$ cat src/rtl/pulse_stretcher.sv
// pulse_stretcher: turns single-cycle trigger pulses into fixed-width output
// pulses separated by a mandatory low gap. Triggers arriving while a pulse is
// in progress are counted and replayed in order; excess triggers are dropped
// and flagged on overflow.
//
// The internal FSM, down-counter and pending counter react on the edge that
// samples trig. All ports are then driven from a second register stage that
// copies that internal state. As a result, out rises on the edge after the
// triggering edge.
//
// Optional build macro: PULSE_STRETCH_RETRIG_EN
//   When defined, a trigger during the high phase reloads the high counter,
//   which extends the current pulse instead of queueing a new one.
module pulse_stretcher #(
  parameter int HIGH_CYCLES = 4,
  parameter int GAP_CYCLES  = 2,
  parameter int PEND_W      = 2
) (
  input  logic              clk,
  input  logic              rst,
  input  logic              trig,
  output logic              out,
  output logic              busy,
  output logic [PEND_W-1:0] pending,
  output logic              overflow
);

  localparam int MAX_CYC = (HIGH_CYCLES > GAP_CYCLES) ? HIGH_CYCLES : GAP_CYCLES;
  localparam int CNT_W   = (MAX_CYC > 1) ? $clog2(MAX_CYC) : 1;

  localparam logic [CNT_W-1:0]  CNT_ZERO  = {CNT_W{1'b0}};
  localparam logic [CNT_W-1:0]  CNT_ONE   = CNT_W'(1);
  localparam logic [CNT_W-1:0]  HIGH_LOAD = CNT_W'(HIGH_CYCLES - 1);
  localparam logic [CNT_W-1:0]  GAP_LOAD  = CNT_W'(GAP_CYCLES - 1);
  localparam logic [PEND_W-1:0] PEND_ZERO = {PEND_W{1'b0}};
  localparam logic [PEND_W-1:0] PEND_ONE  = PEND_W'(1);
  localparam logic [PEND_W-1:0] PEND_MAX  = {PEND_W{1'b1}};

  typedef enum logic [1:0] {
    ST_IDLE = 2'd0,
    ST_HIGH = 2'd1,
    ST_GAP  = 2'd2
  } state_e;

  // Internal state (updated on the edge that samples trig)
  state_e              state_q, state_d;
  logic [CNT_W-1:0]    cnt_q, cnt_d;
  logic [PEND_W-1:0]   pend_q, pend_d;
  logic                drop_q, drop_d;

  // Output register stage
  logic                out_q, out_d;
  logic                busy_q, busy_d;
  logic [PEND_W-1:0]   pending_q, pending_d;
  logic                overflow_q, overflow_d;

  // Add a trigger to the pending count. Bit PEND_W of the result is set
  // when the count is already full and the trigger must be dropped.
  function automatic logic [PEND_W:0] enqueue(input logic [PEND_W-1:0] p,
                                              input logic              t);
    logic [PEND_W:0] res;
    if (!t) begin
      res = {1'b0, p};
    end else if (p == PEND_MAX) begin
      res = {1'b1, p};
    end else begin
      res = {1'b0, p + PEND_ONE};
    end
    return res;
  endfunction

  // Next-state logic for the FSM, the phase counter and the pending count
  always_comb begin
    state_d = state_q;
    cnt_d   = cnt_q;
    pend_d  = pend_q;
    drop_d  = 1'b0;
    case (state_q)
      ST_IDLE: begin
        if (trig) begin
          state_d = ST_HIGH;
          cnt_d   = HIGH_LOAD;
        end else begin
          state_d = ST_IDLE;
        end
        pend_d = PEND_ZERO;
      end
      ST_HIGH: begin
`ifdef PULSE_STRETCH_RETRIG_EN
        if (trig) begin
          cnt_d = HIGH_LOAD;
        end else if (cnt_q == CNT_ZERO) begin
          state_d = ST_GAP;
          cnt_d   = GAP_LOAD;
        end else begin
          cnt_d = cnt_q - CNT_ONE;
        end
`else
        {drop_d, pend_d} = enqueue(pend_q, trig);
        if (cnt_q == CNT_ZERO) begin
          state_d = ST_GAP;
          cnt_d   = GAP_LOAD;
        end else begin
          cnt_d = cnt_q - CNT_ONE;
        end
`endif
      end
      ST_GAP: begin
        if (cnt_q == CNT_ZERO) begin
          // A trigger on the replay edge offsets the replay, so the net pending
          // count is unchanged and no overflow is raised, even when full.
          if (trig) begin
            state_d = ST_HIGH;
            cnt_d   = HIGH_LOAD;
            pend_d  = pend_q;
          end else if (pend_q != PEND_ZERO) begin
            state_d = ST_HIGH;
            cnt_d   = HIGH_LOAD;
            pend_d  = pend_q - PEND_ONE;
          end else begin
            state_d = ST_IDLE;
            cnt_d   = CNT_ZERO;
            pend_d  = PEND_ZERO;
          end
        end else begin
          cnt_d            = cnt_q - CNT_ONE;
          {drop_d, pend_d} = enqueue(pend_q, trig);
        end
      end
      default: begin
        state_d = ST_IDLE;
        cnt_d   = CNT_ZERO;
        pend_d  = PEND_ZERO;
        drop_d  = 1'b0;
      end
    endcase
  end

  // Output stage values decoded from the current internal state
  always_comb begin
    out_d      = (state_q == ST_HIGH);
    busy_d     = (state_q != ST_IDLE);
    pending_d  = pend_q;
    overflow_d = drop_q;
  end

  // Internal state registers; async reset clears everything immediately
  always_ff @(posedge clk or posedge rst) begin
    if (rst) begin
      state_q <= ST_IDLE;
      cnt_q   <= CNT_ZERO;
      pend_q  <= PEND_ZERO;
      drop_q  <= 1'b0;
    end else begin
      state_q <= state_d;
      cnt_q   <= cnt_d;
      pend_q  <= pend_d;
      drop_q  <= drop_d;
    end
  end

  // Registered outputs
  always_ff @(posedge clk or posedge rst) begin
    if (rst) begin
      out_q      <= 1'b0;
      busy_q     <= 1'b0;
      pending_q  <= PEND_ZERO;
      overflow_q <= 1'b0;
    end else begin
      out_q      <= out_d;
      busy_q     <= busy_d;
      pending_q  <= pending_d;
      overflow_q <= overflow_d;
    end
  end

  assign out      = out_q;
  assign busy     = busy_q;
  assign pending  = pending_q;
  assign overflow = overflow_q;

endmodule

$ cat config.mk
export PLATFORM = sky130hd
export DESIGN_NAME = pulse_stretcher
export DESIGN_NICKNAME = d
export VERILOG_FILES = /design/src/rtl/pulse_stretcher.sv
export SDC_FILE = /design/constraint.sdc
export NUM_CORES = 1
export LEC_CHECK = 0
export ABC_AREA = 0
export CORE_MARGIN = 5
export CORE_UTILIZATION = 45
export DETAILED_ROUTE_END_ITERATION = 7
export PLACE_DENSITY = 0.67
export SLEW_MARGIN = 20
export SYNTH_ARGS = -nofsm -noshare
export SYNTH_HDL_FRONTEND = slang
export SYNTH_SLANG_ARGS = --single-unit
$ cat constraint.sdc
create_clock -name clk -period 2.27 [get_ports clk]
set_clock_uncertainty 0.2 [all_clocks]
set_input_delay 0.227 -clock clk [delete_from_list [all_inputs] [get_ports clk]]
set_output_delay 0.227 -clock clk [all_outputs]
set_load 0.05 [all_outputs]
# Yosys cells after proc, flatten, opt, wreduce, memory -nomap -nowiden
# Cells that the tools add are included.
# op_classes
add_sub_neg	3
n_mul	0
div_mod_pow	0
magnitude_cmp	0
eq_ne	7
shifts	0
mux	20
bitwise	0
n_reduce_logical	5
# op_table
operator	count
2-bit two-way mux	10
2-bit one-hot mux with 3 select lines	2
3-bit two-way mux	2
2-bit equality test, second input constant	2
2-bit zero test	2
1-bit two-way mux	4
2-bit inequality test, second input constant	2
2-bit one-hot mux with 2 select lines	1
2-bit nonzero test	2
2-bit by 1-bit subtractor with 2-bit output, second input constant	2
3-bit inequality test, second input constant	1
2-bit by 1-bit adder with 2-bit output, second input constant	1
2-bit by 1-bit equality test with 1-bit output, second input constant	1
2-bit by 1-bit inequality test with 1-bit output, second input constant	1
1-bit one-hot mux with 2 select lines	1
2-bit AND reduction	1
# word_totals
register_bits	12
latchBits	0
ramBits	0
romBits	0
inputBits	3
out_inout_bits	5
wordCells	43
n_memories	0

# Depth between registers and ports, before layout
# logic_depth
depth_word	5
depth_mapped	5
ltp_nobuf	5

# Least setup slack after synthesis
# Ideal clock, no wire load.
# synth_timing
path_type	flip-flop to flip-flop
from	reg state_q[0]
to	reg cnt_q[0]
setup_time_ns	0.125
arrival_ns	1.263
t_required_ns	1.945
setup_slack_ns	0.682
stages_incl_launch_ff	5
path_buffers	0
synth_period_minus_slack_ns	1.588
cell_sequence	dfrtp_1 > ha_1 > or4_1 > nor2_1 > o21ai_1
# synth_between
elab_chain_cells	2
elab_cells_between_ends	5
classes_between	eq/ne: 3; mux: 1; reduce/logical: 1
# synth_lines
item	line	rtl
from (decl)	46	state_e state_q, state_d;
from (signal assigned)	155	state_q <= state_d;
2-bit by 1-bit equality test with 1-bit output	--	
net out_d	52	logic out_q, out_d;
2-bit one-hot mux with 3 select lines	78	case (state_q)
to (signal assigned)	156	cnt_q <= cnt_d;
to (decl)	47	logic [CNT_W-1:0] cnt_q, cnt_d;
# The timed path passes the listed nets, and every way through them passes these cells.
# A chain may end at the register's enable or synchronous reset.

# Worst setup path after layout
# layout_timing
from	reg state_q[0]
to	reg pend_q[0]
# layout_between
elab_chain_cells	2
elab_cells_between_ends	4
classes_between	eq/ne: 3; mux: 1
# layout_lines
item	line	rtl
2-bit equality test / 2-bit by 1-bit equality test with 1-bit output (equally long branches)	78	
2-bit one-hot mux with 2 select lines / 3-bit inequality test (equally long branches)	--	
to (signal assigned)	157	pend_q <= pend_d;
to (decl)	48	logic [PEND_W-1:0] pend_q, pend_d;
# Parallel ways exist; a longest one is shown, timed or not.

==> results.toml <==
[global_routing]
grt_first_pass_wirelength_mm = 1.932
grt_pass1_vias = 442
maximum_number_of_pins_on_one_net_before_global_route_repair = 13
grt_usage = 0.1272
antenna_found_initial = 0
overflow = 0

[pwr]
power-per-cell-area_mw_per_mm2 = 1111
power.internal_uw = 478.8
share_seq_of_total_power = 0.398
clock_power_share = 0.153
irDropWorstVdd_mv = 0.5100
power_frac_comb = 0.449
p_sw_frac = 0.4101
power_leakage_uw = 0.0003313
p_switching_uw = 332.9

[floorplanning]
die_height_um = 47.25
std_cell_core_area_mm2 = 0.001301
core.rowCount = 13
floorplan.die.width_um = 47.25
initial_util = 0.4798
design.portCount = 8
floorplan.die_area_mm2 = 0.002233

[timing]
finalHoldViolations = 0
finalSetupTns_ns = 0
postLayoutSetupSlackWorst_ns = 0.4407
max_clock_freq_mhz = 546.7
tightestPinTransition_ns = 0.4891
hold_ws_ns = 0.06528
setup_repair_after_global_routing_missed_its_margin = "no"
finalSetupViolCount = 0
share_of_the_clock_period_used_by_the_worst_path_after_layout = 0.8059
worst_slew_margin_rel = 0.6729
final_max_slew_viol_count = 0
post_layout_min_period_ns = 1.829

[detailed_routing]
drt_iter0_markers = 26
firstDrtPassIters = 4
drc_errors = 0
post_drt_wl_per_cell_um = 13.29
vias = 480
wl_mm = 1.143
antenna_left = 0
vias_per_cell = 5.581

[synth]
netlist.top_cell.by_area = "sky130_fd_sc_hd__dfrtp_1"
post_synth_inst_count = 62
synth_top_flop_cell = "sky130_fd_sc_hd__dfrtp_1"
mappedNetlistNets = 69
postSynthRegisterBits = 12
yosys.cell_count.top_type = "sky130_fd_sc_hd__dfrtp_1"
synth.top_cells.by_count = "sky130_fd_sc_hd__dfrtp_1 (12), sky130_fd_sc_hd__o21ai_0 (7), sky130_fd_sc_hd__inv_1 (5)"
synth.yosys.seq_area_share = 0.4810
biggest_area_contributors_in_the_synthesized_netlist = "sky130_fd_sc_hd__dfrtp_1 (48%), sky130_fd_sc_hd__ha_1 (8.0%), sky130_fd_sc_hd__o21ai_0 (5.6%)"
syn_area_um2 = 624.3
syn_area_per_cell_um2 = 10.07
number_of_flops_mapped_to_enable_cells_by_yosys = 0
synth_top_area_share = 0.4810
ys_async_sr_fraction = 1.000
yosys_warnings = 0
synthDistinctLibCells = 27

[finish]
instances_no_fill = 86
design.final.nets = 80
antennaDiodeCount = 0
fraction_of_layout_instances_using_a_drive_strength_above_1 = 0.1408
areaGrowthSynthToFinish_pct = 17.03
post-route-cell-area_um2 = 730.7

[worst_setup_path]
crit_end = "pend_q[0]"
required_ns = 2.23
setup.worst_path.start = "state_q[0]"
timing.critical_path.arrival_ns = 1.79
worst-setup-path-type = "reg -> reg"
crit_path_max_fanout = 9
reg2reg_to = "pend_q[0]"
worstSetupStartpointType = "flip-flop"
critical_path.reg2reg.startpoint = "state_q[0]"
critical_path.slowest_cell = "sky130_fd_sc_hd__nor3b_1"
worstRegToRegCells = 5
crit_path_cell_chain = "inv_1, ha_1, nor3b_1, o21ai_0, o41ai_1"
r2r_setup_slack_ns = 0.44
critical-path-max-stage-delay_ns = 0.42
critical_path.endpoint_type = "flip-flop"

[placed_design]
gp_routability_congestion = 0.8314
post_place_setup_slack_ns = 0.4741
placedCellCount = 83
port_buffers = 7
dpl-instance-area_um2 = 708.2
dp_hpwl_um = 840.2

[cts]
htree_levels = 1
cts.sinks = 12
cts_setup_buffers = 0
cts_buffers = 3
cts_resized = 0
maximum_count_of_clock_buffers_along_a_single_path = 2
cts-hold-fix-buffers = 0
clockRootBuffer = "sky130_fd_sc_hd__clkbuf_4"
cts_tree = "built"
clock_latency_ns = 0.26
worst_setup_hold_path_clk_slew_ns = 0.07

[flow_run]
max_cap_violations = 0

[worst_hold_path]
hold_path.class = "in -> async"

[outcome]
outcome = "finished, final reports clean"
-- power groups by stage --
stage | clock [uW] | sequential (uW) | combinational [uW]
2_1_floorplan | 0 | 388 | 201
3_3_place_gp | 0 | 327 | 365
3_5_place_dp | 0 | 327 | 364
4_1_cts | 129 | 323 | 364
5_1_grt | 142 | 332 | 397
6_report | 124 | 323 | 364
-- worst min-delay path by stage --
stage               slack [ns]   endpoint  cells past startpoint
global placement          0.13   overflow                      0
global route               0.1   overflow                      2
detailed placement        0.14   overflow                      0
CTS                       0.08  pend_q[0]                      2
finish                    0.07  pend_q[0]                      2
floorplan                -0.11       busy                      1
-- metrics by stage --
stage               total power (uW)    util
global placement               691.8  0.5442
floorplan                      589.2       -
global route                   871.1  0.5615
finish                         811.7  0.5615
detailed placement             690.9  0.5442
CTS                            816.1  0.5615
-- metal layers --
layer / vias up / wire (um) / part of all wire / global-route usage
li1: 238 / - / - / -
met1: 226 / 541 / 0.47 / 0.1718
met2: 14 / 504 / 0.44 / 0.1765
met3: 2 / 64 / 0.056 / 0.02299
met4: 0 / 33 / 0.029 / 0.09945
met5: - / 0 / 0 / 0
-- worst max-delay path, delay by kind of cell (launching register included) --
kind | cells | cell delay (ns)
AND/OR/NAND/NOR | 1 | 0.42
flip-flops | 1 | 0.41
AO/OA/AOI/OAI | 2 | 0.30
adder cells (fa/ha/maj) | 1 | 0.29
buffers and inverters | 1 | 0.09
-- cells by family after synthesis --
logic type | count (synthesis) | share of synthesized area
muxes | 1 | 0.01803
buffers and inverters | 6 | 0.03807
and+or+nand+nor | 21 | 0.2024
AOI/OAI and AO/OA | 18 | 0.1804
adders and majority gates | 4 | 0.08016
DFF | 12 | 0.4810
-- flip-flops by register name, summed over array words and instances, names as in the netlist --
| signal | cells |
|---|---|
| drop_q | 1 |
| state_q | 2 |
| busy | 1 |
| overflow | 1 |
| cnt_q | 2 |
| pend_q | 2 |
| out | 1 |
| pending | 2 |
-- final cells by class --
cell class	instances	area, um2
multi-input combinational	44	300.3
clock buffer	3	22.52
sequential	12	300.3
inverter	5	18.77
tap	15	18.77
timing repair buffer	7	70.07
fill	126	570.5
-- placed cells by master (no fill, tap or decap), types with 2 or more instances in the layout --
cell type	count
sky130_fd_sc_hd__dfrtp_1	12
sky130_fd_sc_hd__o21ai_0	7
sky130_fd_sc_hd__clkdlybuf4s50_1	7
sky130_fd_sc_hd__inv_1	5
sky130_fd_sc_hd__nor2_1	4
sky130_fd_sc_hd__a21oi_1	4
sky130_fd_sc_hd__ha_1	4
sky130_fd_sc_hd__nand2_1	3
sky130_fd_sc_hd__clkbuf_4	3
sky130_fd_sc_hd__nand3_1	2
sky130_fd_sc_hd__and2b_1	2
sky130_fd_sc_hd__or4_1	2
No activity file was read; power rests on OpenSTA's default activity.
